**config.mk**
```make
export PLATFORM = sky130hd
export DESIGN_NAME = serial_pattern_tx_flat
export DESIGN_NICKNAME = d
export VERILOG_FILES = /design/src/rtl/serial_pkg.sv /design/src/rtl/serial_pattern_tx_if.sv /design/src/rtl/tx_down_counter.sv /design/src/rtl/serial_pattern_tx.sv /design/src/flat_wrapper.sv
export SDC_FILE = /design/constraint.sdc
export NUM_CORES = 1
export LEC_CHECK = 0
export ABC_AREA = 1
export CORE_ASPECT_RATIO = 0.75
export CORE_MARGIN = 1.5
export CORE_UTILIZATION = 50
export CTS_CLUSTER_DIAMETER = 200
export DETAILED_ROUTE_END_ITERATION = 12
export GPL_TIMING_DRIVEN = 1
export HOLD_SLACK_MARGIN = 0.03
export PLACE_DENSITY = 0.74
export SKIP_CTS_REPAIR_TIMING = 1
export SLEW_MARGIN = 5
export SYNTH_ARGS = -nofsm -noshare
export SYNTH_HDL_FRONTEND = slang
export SYNTH_SLANG_ARGS = --single-unit
```
**constraint.sdc**
```tcl
create_clock -name clk -period 2.37 [get_ports clk]
set_clock_uncertainty 0.1 [all_clocks]
set_input_delay 0.5925 -clock clk [delete_from_list [all_inputs] [get_ports clk]]
set_output_delay 0.5925 -clock clk [all_outputs]
set_load 0.02 [all_outputs]
```
**src/rtl/serial_pkg.sv**
```systemverilog
// rtl/serial_pkg.sv - shared state encoding and size defaults for the serial-detect path
//
// Purpose: one place for the transmitter FSM encoding and the default sizes,
// so the detector benches and the transmitter agree on widths.
// Ports: none (package).

package serial_pkg;

  typedef enum logic [1:0] {
    IDLE  = 2'd0,
    SHIFT = 2'd1,
    GAP   = 2'd2,
    DONE  = 2'd3
  } tx_state_e;

  localparam int DEF_MAX_LEN = 8;
  localparam int DEF_CNT_W   = 4;

endpackage

```
**src/rtl/serial_pattern_tx_if.sv**
```systemverilog
// rtl/serial_pattern_tx_if.sv - burst request and serial output bundle of serial_pattern_tx
//
// Purpose: groups the start/abort request, burst description and serial
// output of the pattern transmitter.
// Ports (signals):
//   start, abort                 request / abort of a burst (master -> slave)
//   pattern, len, rep, gap       burst description (master -> slave)
//   sout, sout_valid, busy, done serial data and status (slave -> master)

interface serial_pattern_tx_if
  import serial_pkg::*;
#(
  parameter int MAX_LEN = DEF_MAX_LEN,
  parameter int LEN_W   = $clog2(MAX_LEN) + 1,
  parameter int CNT_W   = DEF_CNT_W
);

  logic               start;
  logic               abort;
  logic [MAX_LEN-1:0] pattern;
  logic [LEN_W-1:0]   len;
  logic [CNT_W-1:0]   rep;
  logic [CNT_W-1:0]   gap;
  logic               sout;
  logic               sout_valid;
  logic               busy;
  logic               done;

  modport master (
    output start, abort, pattern, len, rep, gap,
    input  sout, sout_valid, busy, done
  );

  modport slave (
    input  start, abort, pattern, len, rep, gap,
    output sout, sout_valid, busy, done
  );

endinterface

```
**src/rtl/tx_down_counter.sv**
```systemverilog
// rtl/tx_down_counter.sv - loadable saturating down counter with zero flag
//
// Purpose: counts down from a loaded value and stops at zero.
// Ports:
//   clk, reset     clock, asynchronous active-high reset
//   load_i         load load_val_i (has priority over dec_i)
//   load_val_i     value to load
//   dec_i          decrement by one; ignored when the count is already zero
//   cnt_o          current count
//   zero_o         count equals zero

module tx_down_counter #(
  parameter int W = 4
) (
  input  logic         clk,
  input  logic         reset,
  input  logic         load_i,
  input  logic [W-1:0] load_val_i,
  input  logic         dec_i,
  output logic [W-1:0] cnt_o,
  output logic         zero_o
);

  logic [W-1:0] cnt_q;
  logic [W-1:0] cnt_d;

  always_comb begin
    cnt_d = cnt_q;
    if (load_i) begin
      cnt_d = load_val_i;
    end else if (dec_i && (cnt_q != '0)) begin
      cnt_d = cnt_q - W'(1);
    end
  end

  always_ff @(posedge clk or posedge reset) begin
    if (reset) begin
      cnt_q <= '0;
    end else begin
      cnt_q <= cnt_d;
    end
  end

  assign cnt_o  = cnt_q;
  assign zero_o = (cnt_q == '0);

endmodule

```
**src/rtl/serial_pattern_tx.sv**
```systemverilog
// rtl/serial_pattern_tx.sv - serial pattern transmitter feeding the sequence detectors
//
// Purpose: captures a pattern/len/rep/gap on start and shifts the pattern out
// MSB-first (bit L-1 first), rep+1 times with gap idle cycles in between,
// then pulses done. All outputs are registered.
// Ports:
//   clk, reset   clock, asynchronous active-high reset
//   bus (slave)  start/abort/pattern/len/rep/gap in; sout/sout_valid/busy/done out

module serial_pattern_tx
  import serial_pkg::*;
#(
  parameter int   MAX_LEN  = DEF_MAX_LEN,
  parameter int   LEN_W    = $clog2(MAX_LEN) + 1,
  parameter int   CNT_W    = DEF_CNT_W,
  parameter logic IDLE_LVL = 1'b0
) (
  input logic               clk,
  input logic               reset,
  serial_pattern_tx_if.slave bus
);

  tx_state_e          state_q, state_d;
  logic [MAX_LEN-1:0] pattern_q;
  logic [LEN_W-1:0]   lm1_q;     // captured effective length minus one
  logic [CNT_W-1:0]   gap_q;

  logic sout_q, sout_d;
  logic sout_valid_q, sout_valid_d;
  logic busy_q, busy_d;
  logic done_q, done_d;

  logic [LEN_W-1:0]   eff_len, eff_lm1;
  logic               cap;
  logic               bit_load, bit_dec, rep_load, rep_dec, gap_load, gap_dec;
  logic [LEN_W-1:0]   bit_load_val, nxt_idx, idx_cnt;
  logic               idx_zero, rep_zero, gap_zero;
  logic [CNT_W-1:0]   rep_cnt, gap_cnt;
  logic [MAX_LEN-1:0] pat_src, pat_shift;
  logic               unused_cnt_bits;

  assign eff_len = (bus.len > LEN_W'(MAX_LEN)) ? LEN_W'(MAX_LEN) : bus.len;
  assign eff_lm1 = eff_len - LEN_W'(1);

  // In IDLE the burst is not captured yet, so the first bit comes from the inputs.
  assign bit_load_val = (state_q == IDLE) ? eff_lm1 : lm1_q;
  assign pat_src      = (state_q == IDLE) ? bus.pattern : pattern_q;

  tx_down_counter #(.W(LEN_W)) u_bit_cnt (
    .clk(clk), .reset(reset), .load_i(bit_load), .load_val_i(bit_load_val),
    .dec_i(bit_dec), .cnt_o(idx_cnt), .zero_o(idx_zero)
  );

  tx_down_counter #(.W(CNT_W)) u_rep_cnt (
    .clk(clk), .reset(reset), .load_i(rep_load), .load_val_i(bus.rep),
    .dec_i(rep_dec), .cnt_o(rep_cnt), .zero_o(rep_zero)
  );

  // Loaded with gap-1 so that the GAP state lasts exactly gap cycles.
  tx_down_counter #(.W(CNT_W)) u_gap_cnt (
    .clk(clk), .reset(reset), .load_i(gap_load), .load_val_i(gap_q - CNT_W'(1)),
    .dec_i(gap_dec), .cnt_o(gap_cnt), .zero_o(gap_zero)
  );

  assign unused_cnt_bits = ^{rep_cnt, gap_cnt};

  // State and output registers.
  always_ff @(posedge clk or posedge reset) begin
    if (reset) begin
      state_q      <= IDLE;
      pattern_q    <= '0;
      lm1_q        <= '0;
      gap_q        <= '0;
      sout_q       <= IDLE_LVL;
      sout_valid_q <= 1'b0;
      busy_q       <= 1'b0;
      done_q       <= 1'b0;
    end else begin
      state_q      <= state_d;
      sout_q       <= sout_d;
      sout_valid_q <= sout_valid_d;
      busy_q       <= busy_d;
      done_q       <= done_d;
      if (cap) begin
        pattern_q <= bus.pattern;
        lm1_q     <= eff_lm1;
        gap_q     <= bus.gap;
      end
    end
  end

  // Next-state and counter control; nxt_idx is the bit index shown next cycle.
  always_comb begin
    state_d  = state_q;
    cap      = 1'b0;
    bit_load = 1'b0;
    bit_dec  = 1'b0;
    rep_load = 1'b0;
    rep_dec  = 1'b0;
    gap_load = 1'b0;
    gap_dec  = 1'b0;
    nxt_idx  = idx_cnt;
    unique case (state_q)
      IDLE: begin
        if (bus.start && !bus.abort) begin
          cap      = 1'b1;
          rep_load = 1'b1;
          if (eff_len == '0) begin
            state_d = DONE;
          end else begin
            state_d  = SHIFT;
            bit_load = 1'b1;
            nxt_idx  = eff_lm1;
          end
        end
      end
      SHIFT: begin
        if (!idx_zero) begin
          bit_dec = 1'b1;
          nxt_idx = idx_cnt - LEN_W'(1);
        end else if (rep_zero) begin
          state_d = DONE;
        end else begin
          rep_dec = 1'b1;
          if (gap_q == '0) begin
            bit_load = 1'b1;
            nxt_idx  = lm1_q;
          end else begin
            state_d  = GAP;
            gap_load = 1'b1;
          end
        end
      end
      GAP: begin
        if (gap_zero) begin
          state_d  = SHIFT;
          bit_load = 1'b1;
          nxt_idx  = lm1_q;
        end else begin
          gap_dec = 1'b1;
        end
      end
      DONE: begin
        state_d = IDLE;
      end
      default: state_d = IDLE;
    endcase
    if (bus.abort && (state_q != IDLE)) begin
      state_d = IDLE;
    end
  end

  // Output decode from the next state, registered above.
  always_comb begin
    pat_shift    = pat_src >> nxt_idx;
    sout_valid_d = (state_d == SHIFT);
    sout_d       = sout_valid_d ? pat_shift[0] : IDLE_LVL;
    busy_d       = (state_d != IDLE);
    done_d       = (state_d == DONE);
  end

  assign bus.sout       = sout_q;
  assign bus.sout_valid = sout_valid_q;
  assign bus.busy       = busy_q;
  assign bus.done       = done_q;

endmodule

```
**src/flat_wrapper.sv**
```systemverilog
// flat-port wrapper written by rule: the top's interface ports become plain ports
module serial_pattern_tx_flat import serial_pkg::*;
#(
  parameter int   MAX_LEN  = DEF_MAX_LEN,
  parameter int   LEN_W    = $clog2(MAX_LEN) + 1,
  parameter int   CNT_W    = DEF_CNT_W,
  parameter logic IDLE_LVL = 1'b0
)
  (clk, reset, bus_start, bus_abort, bus_pattern, bus_len, bus_rep, bus_gap, bus_sout, bus_sout_valid, bus_busy, bus_done);
  serial_pattern_tx_if #(.MAX_LEN(MAX_LEN), .LEN_W(LEN_W), .CNT_W(CNT_W)) bus_i ();
  input logic clk;
  input logic reset;
  input wire logic [$bits(bus_i.start)-1:0] bus_start;
  input wire logic [$bits(bus_i.abort)-1:0] bus_abort;
  input wire logic [$bits(bus_i.pattern)-1:0] bus_pattern;
  input wire logic [$bits(bus_i.len)-1:0] bus_len;
  input wire logic [$bits(bus_i.rep)-1:0] bus_rep;
  input wire logic [$bits(bus_i.gap)-1:0] bus_gap;
  output wire logic [$bits(bus_i.sout)-1:0] bus_sout;
  output wire logic [$bits(bus_i.sout_valid)-1:0] bus_sout_valid;
  output wire logic [$bits(bus_i.busy)-1:0] bus_busy;
  output wire logic [$bits(bus_i.done)-1:0] bus_done;
  assign bus_i.start = bus_start;
  assign bus_i.abort = bus_abort;
  assign bus_i.pattern = bus_pattern;
  assign bus_i.len = bus_len;
  assign bus_i.rep = bus_rep;
  assign bus_i.gap = bus_gap;
  assign bus_sout = bus_i.sout;
  assign bus_sout_valid = bus_i.sout_valid;
  assign bus_busy = bus_i.busy;
  assign bus_done = bus_i.done;
  serial_pattern_tx #(.MAX_LEN(MAX_LEN), .LEN_W(LEN_W), .CNT_W(CNT_W), .IDLE_LVL(IDLE_LVL)) u_core (.clk(clk), .reset(reset), .bus(bus_i));
endmodule
```
==> results of run 1 <==
-- cell type report --
cell class / instances / area [um2]
multi-input combinational: 189 / 1080
timing repair buffer: 44 / 405
sequential: 34 / 851
tap: 52 / 65.1
clock inverter: 1 / 5.00
clock buffer: 7 / 86.3
inverter: 40 / 153
fill: 312 / 1140
-- synth_stat cells, drive strengths merged --
library cell | n | area, um2
nand2 | 70 | 295
inv | 40 | 153
dfrtp | 34 | 851
nor2 | 32 | 164
o21ai | 31 | 159
nand3 | 21 | 128
a21oi | 14 | 77.6
clkbuf | 5 | 18.8
ha | 5 | 62.6
xor2 | 4 | 35.0
nand4 | 3 | 31.3
o211ai | 3 | 22.5
a31oi | 1 | 6.26
nand3b | 1 | 7.51
o211a | 1 | 10.0
o21bai | 1 | 7.51
o221ai | 1 | 8.76
xnor2 | 1 | 8.76
-- path summary, 6_finish.rpt --
path | startpoint | to | slack, ps
worst max-delay path | bus_len[3] | u_core.bus.sout$_DFF_PP0_ | 110
worst min-delay path | u_core.pattern_q[3]$_DFFE_PP0P_ | u_core.pattern_q[3]$_DFFE_PP0P_ | 390
worst max register to register | u_core.u_bit_cnt.cnt_o[1]$_DFFE_PP0P_ | u_core.u_gap_cnt.cnt_o[2]$_DFFE_PP0P_ | 200
worst min register to register | u_core.pattern_q[3]$_DFFE_PP0P_ | u_core.pattern_q[3]$_DFFE_PP0P_ | 390
max in group asynchronous | reset | u_core.bus.sout_valid$_DFF_PP0_ | 1230
min in group asynchronous | reset | u_core.gap_q[3]$_DFFE_PP0P_ | 620
-- registers in the layout, indices dropped and copies added, names as in the netlist --
| name | flops |
|---|---|
| u_core.state_q | 2 |
| u_core.lm1_q | 4 |
| u_core.bus.busy | 1 |
| u_core.u_rep_cnt.cnt_o | 4 |
| u_core.u_gap_cnt.cnt_o | 4 |
| u_core.gap_q | 4 |
| u_core.bus.sout | 1 |
| u_core.pattern_q | 8 |
| u_core.u_bit_cnt.cnt_o | 4 |
| u_core.bus.sout_valid | 1 |
| u_core.bus.done | 1 |
-- metal layers --
metal  global-route usage  vias to the layer above  wire, um  part of all wire
li1                     -                      953         -                 -
met1                0.306                      825      2200              0.50
met2                0.307                       52      1910              0.44
met3               0.0527                        2       237             0.054
met4               0.0529                        0        21            0.0048
met5                    0                        -         0                 0
-- cells by family (layout without fill, tap and decap cells) --
kind of cell             after synthesis  in the layout
AO/OA/AOI/OAI                         52             52
XOR/XNOR                               5              5
adder cells (fa/ha/maj)                5              5
buffers and inverters                 45             92
flip-flops                            34             34
AND/OR/NAND/NOR                      127            127
-- layout by cell type, fill, tap and decap left out, drive strengths merged --
cell type and n:
nand2 70, inv 40, dfrtp 34, nor2 32, o21ai 31, clkdlybuf4s50 24
nand3 21, buf 17, a21oi 14, clkbuf 7, ha 5, xor2 4
o211ai 3, dlymetal6s2s 3, nand4 3, o211a 1, a31oi 1, xnor2 1
nand3b 1, o221ai 1, o21bai 1, clkinv 1
-- where the power goes --
part,leakage [uW],switching [uW],internal (uW)
Combinational,0.000868,1200,794
Clock,0.0000482,202,234
Sequential,0.000421,158,856
Total,0.00134,1560,1880
-- worst max-delay path, stage by stage --
cell	delay, ps
clkdlybuf4s50_1	490
nand2_2	80
nand2_2	110
ha_4	150
nand3_4	80
buf_4	150
o211ai_1	220
o21ai_0	160
nand2_1	130
nor2_1	60
nand2_1	70
nor2_1	40
-- per-stage QoR --
stage | area (um2) | std cells | worst slack (ps)
3_3_place_gp | 2460 | 355 | -247
4_1_cts | 2550 | 363 | -61.5
6_report | 2640 | 367 | 106
3_5_place_dp | 2460 | 355 | -350
2_1_floorplan | 2050 | 268 | 261
5_1_grt | 2640 | 367 | 13.1
==> results.toml, run 1 <==
[run_status]
outcome = "complete, no violations"

[routing]
first_iter_violations = 86
wl_per_cell_um = 11.9
vias = 1832
viasPerCell = 4.99
drc_errors = 0
dr.pass1.iters = 4
drtAntennaViolNets = 0
wl_mm = 4.37

[clock_network]
clkTransAtPathRegs_ps = 70
clock-sinks = 34
cts-htree-levels = 2
clockBufferDepth = 2
cts_made_buffers = 5
clock_latency_ps = 280
root_buffer = "clkbuf_8"
tritoncts = "done"

[yosys]
syn_avg_cell_area_um2 = 7.63
synthMuxAreaShare = 0
yosys_warnings = 0
synth_nets = 297
synth_area_um2 = 2050
synth-compound-area-share = 0.143
synth_seq_cells = 34
synth_top_family_by_area = "simple AND/OR/NAND/NOR gates"
synth_seq_area_share = 0.416
synth_cell_types = 31
synth_fa_ha_area_frac = 0.0306
netlist_instances = 268
yosys.area_share.simple = 0.306
synth-xor-area-share = 0.0214

[final_layout]
drive_gt1_frac = 0.187
nNetsFinal = 343
areaGrowthSynthToFinish_pct = 29.2
fin_util = 0.699
n_antenna_cell = 0

[grt]
antenna_found_initial = 0
grt_pass1_vias = 1657
grt-ovfl-total = 0
grt_start_max_net_pins = 35
grt_first_pass_wirelength_mm = 7.33
grtUsageTotal = 0.208

[pwr]
power_leakage_uw = 0.00134
cellPowerDensity_nw_per_um2 = 1300
peakVddDrop_v = 0.000625
finalPower_uw = 3450

[floorplan]
chipHeight_um = 58.4
die_w_um = 76.9
coreArea_um2 = 3780
fp-row-count = 19
start_util = 0.541
pin_count = 28
die_area_um2 = 4490

[sta]
hold_viol_final = 0
drv_slew = 0
grt_setup_unrepaired = "false"
slew-limit-headroom = 0.701
setup_viol = 0
worst_pin_slew_ps = 448
hold_slack_ps = 391
fin_crit_sh = 0.955
finalSetupTns_ps = 0
period_needed_ps = 2260
clock.fmax_ghz = 0.442

[worst_setup_path]
cp-end-kind = "register"
required_ps = 2440
worstSetupStartpointType = "primary input"
worstPathArrival_ps = 2330
crit_fanout = 2
worstSetupPathType = "primary input to register"
r2r_cells = 13

[placed_design]
port_buffers = 27
gp_congestion = 0.868
hpwl_mm = 3.15

[min_path]
holdPathStages = 2
min_path_type = "register to register"

[job]
maxCapViolCount = 0
(Power assumes the default switching activity.)
==> run 2: changes to the inputs <==
--- a/config.mk
+++ b/config.mk
@@ -7,7 +7,6 @@
 export LEC_CHECK = 0
 export ABC_AREA = 1
 export CORE_ASPECT_RATIO = 0.75
-export CORE_MARGIN = 1.5
 export CORE_UTILIZATION = 50
 export CTS_CLUSTER_DIAMETER = 200
 export DETAILED_ROUTE_END_ITERATION = 12
==> results.toml, run 2 (synthesis results as in run 1) <==
[placed_design]
gp_congestion = 0.839
port_buffers = 27
dp_slack_ps = -349
hpwl_mm = 3.16
placed_cells = 354

[final_layout]
layout_commonest_cell = "nand2_1"
drive_gt1_frac = 0.186
areaGrowthSynthToFinish_pct = 28.2
final_cells = 364
nNetsFinal = 341
largest_reg_flops = 8
final_cell_mix = "nand2_1, inv_1, dfrtp_1"
largest_register = "u_core.pattern_q"
n_antenna_cell = 0

[worst_setup_path]
crit_path_cell_trace = "clkdlybuf4s50_1, nand2_2, nand2_2, ha_4, nand3_4, nand2_4, nand3_4, buf_6, nand2_1, o211a_1, nand2_1, nand2_1, nor2_1"
critPathLaunch = "bus_len[3]"
worstPathArrival_ps = 2330
required_ps = 2440
crit-reg2reg-launch = "u_core.u_bit_cnt.cnt_o[0]$_DFFE_PP0P_"
cpMostUsedCell = "nand2_1"
r2r_setup_slack_ps = 210
worstSetupStartpointType = "primary input"
r2r_cells = 13
worstSetupPathType = "primary input to register"
cp-end-kind = "register"
critical_path.slowest_cell = "clkdlybuf4s50_1"
crit_fanout = 6
max_stage_delay_ps = 490
timing.rr.end = "u_core.u_gap_cnt.cnt_o[2]$_DFFE_PP0P_"

[pwr]
cellPowerDensity_nw_per_um2 = 1300
power_leakage_uw = 0.00132
peakVddDrop_v = 0.000695
comb_power_share = 0.586
switching_share = 0.463
clkPwrFrac = 0.115
power_frac_seq = 0.299
p_sw_uw = 1570
p_int_uw = 1820
finalPower_uw = 3400

[min_path]
min_path_type = "register to register"
min_to = "u_core.lm1_q[2]$_DFFE_PP0P_"
hp-start = "u_core.lm1_q[2]$_DFFE_PP0P_"
holdPathStages = 2

[sta]
slew-limit-headroom = 0.704
hold_viol_final = 0
fin_crit_sh = 0.953
period_needed_ps = 2260
finalSetupTns_ps = 0
drv_slew = 0
clock.fmax_ghz = 0.443
fin_ws_ps = 112
grt_setup_unrepaired = "false"
setup_viol = 0
hold_slack_ps = 386
worst_pin_slew_ps = 444

[clock_network]
clock_latency_ps = 280
cts-htree-levels = 2
tritoncts = "done"
cts_made_buffers = 5
clkTransAtPathRegs_ps = 60
root_buffer = "clkbuf_8"
clockBufferDepth = 2
clock-sinks = 34

[grt]
grt_start_max_net_pins = 35
grt_busiest_layer = "met2"
use_met2 = 0.355
met3_usage = 0.0548
grt_first_pass_wirelength_mm = 7.82
grt-ovfl-total = 0
grt_pass1_vias = 1754
grtUsageTotal = 0.240
use_met1 = 0.352
antenna_found_initial = 0

[routing]
vias = 1817
wl_per_cell_um = 12.0
viasPerCell = 4.99
first_iter_violations = 88
drc_errors = 0
drtAntennaViolNets = 0
wl_mm = 4.36
dr.pass1.iters = 4

[floorplan]
die_area_um2 = 4350
fp-row-count = 19
coreArea_um2 = 3780
start_util = 0.541
chipHeight_um = 57.4
die_w_um = 75.9
pin_count = 28

[job]
maxCapViolCount = 0

[run_status]
outcome = "complete, no violations"
## run 2: changes by cell type in the layout (fill, tap and decap cells not counted), sizes merged
cell,previous run,this run
buf,17,15
clkinv,1,0
## run 2: worst max path at each step
| stage | cells after the start | end | slack (ps) |
|---|---|---|---|
| floorplan | 13 | u_core.bus.sout$_DFF_PP0_ | 260 |
| global placement | 13 | u_core.bus.sout$_DFF_PP0_ | -250 |
| detailed placement | 13 | u_core.bus.sout$_DFF_PP0_ | -350 |
| CTS | 13 | u_core.bus.sout$_DFF_PP0_ | -60 |
| global route | 13 | u_core.u_gap_cnt.cnt_o[2]$_DFFE_PP0P_ | 1 |
| finish | 13 | u_core.bus.sout$_DFF_PP0_ | 110 |
## run 2: per-layer routing
metal / up-vias / share of wire / wire length, um
met5: - / 0 / 0
met4: 0 / 0.0080 / 35
met3: 5 / 0.047 / 206
met2: 47 / 0.43 / 1890
met1: 820 / 0.51 / 2230
li1: 945 / - / -
## run 2: final cells by class
cell class	instances	area, um2
repair buffers	42	394
clock buffers	7	76.3
fillers	329	1160
multi-input cells	189	1080
inverters	40	153
flip-flops and latches	34	851
well taps	52	65.1
## run 2: stage by stage
step	area, um2	util
after floorplan	2050	-
after global placement	2450	0.649
after detailed placement	2450	0.649
after CTS	2530	0.669
after global routing	2620	0.694
final	2620	0.694
## run 2: worst max-delay path: cells and delay by family
| kind | cells | cell delay, ps |
|---|---|---|
| compound gates | 1 | 220 |
| fa+ha+maj | 1 | 160 |
| buf+inv | 2 | 630 |
| simple gates | 9 | 730 |
## run 2: power groups by stage
stage / Clock [uW] / Combinational, uW / Sequential (uW)
2_1_floorplan: 0 / 1390 / 1020
3_3_place_gp: 0 / 1830 / 1010
3_5_place_dp: 0 / 1870 / 1010
4_1_cts: 404 / 1880 / 1010
5_1_grt: 423 / 2280 / 1050
6_report: 391 / 1990 / 1020
==> run 3: changes to the inputs <==
--- a/config.mk
+++ b/config.mk
@@ -6,6 +6,7 @@
 export NUM_CORES = 1
 export LEC_CHECK = 0
 export ABC_AREA = 1
+export CAP_MARGIN = 20
 export CORE_ASPECT_RATIO = 0.75
 export CORE_UTILIZATION = 50
 export CTS_CLUSTER_DIAMETER = 200
==> results of run 3 <==
No change in the layout: final DEF, timing and power equal those of run 2.
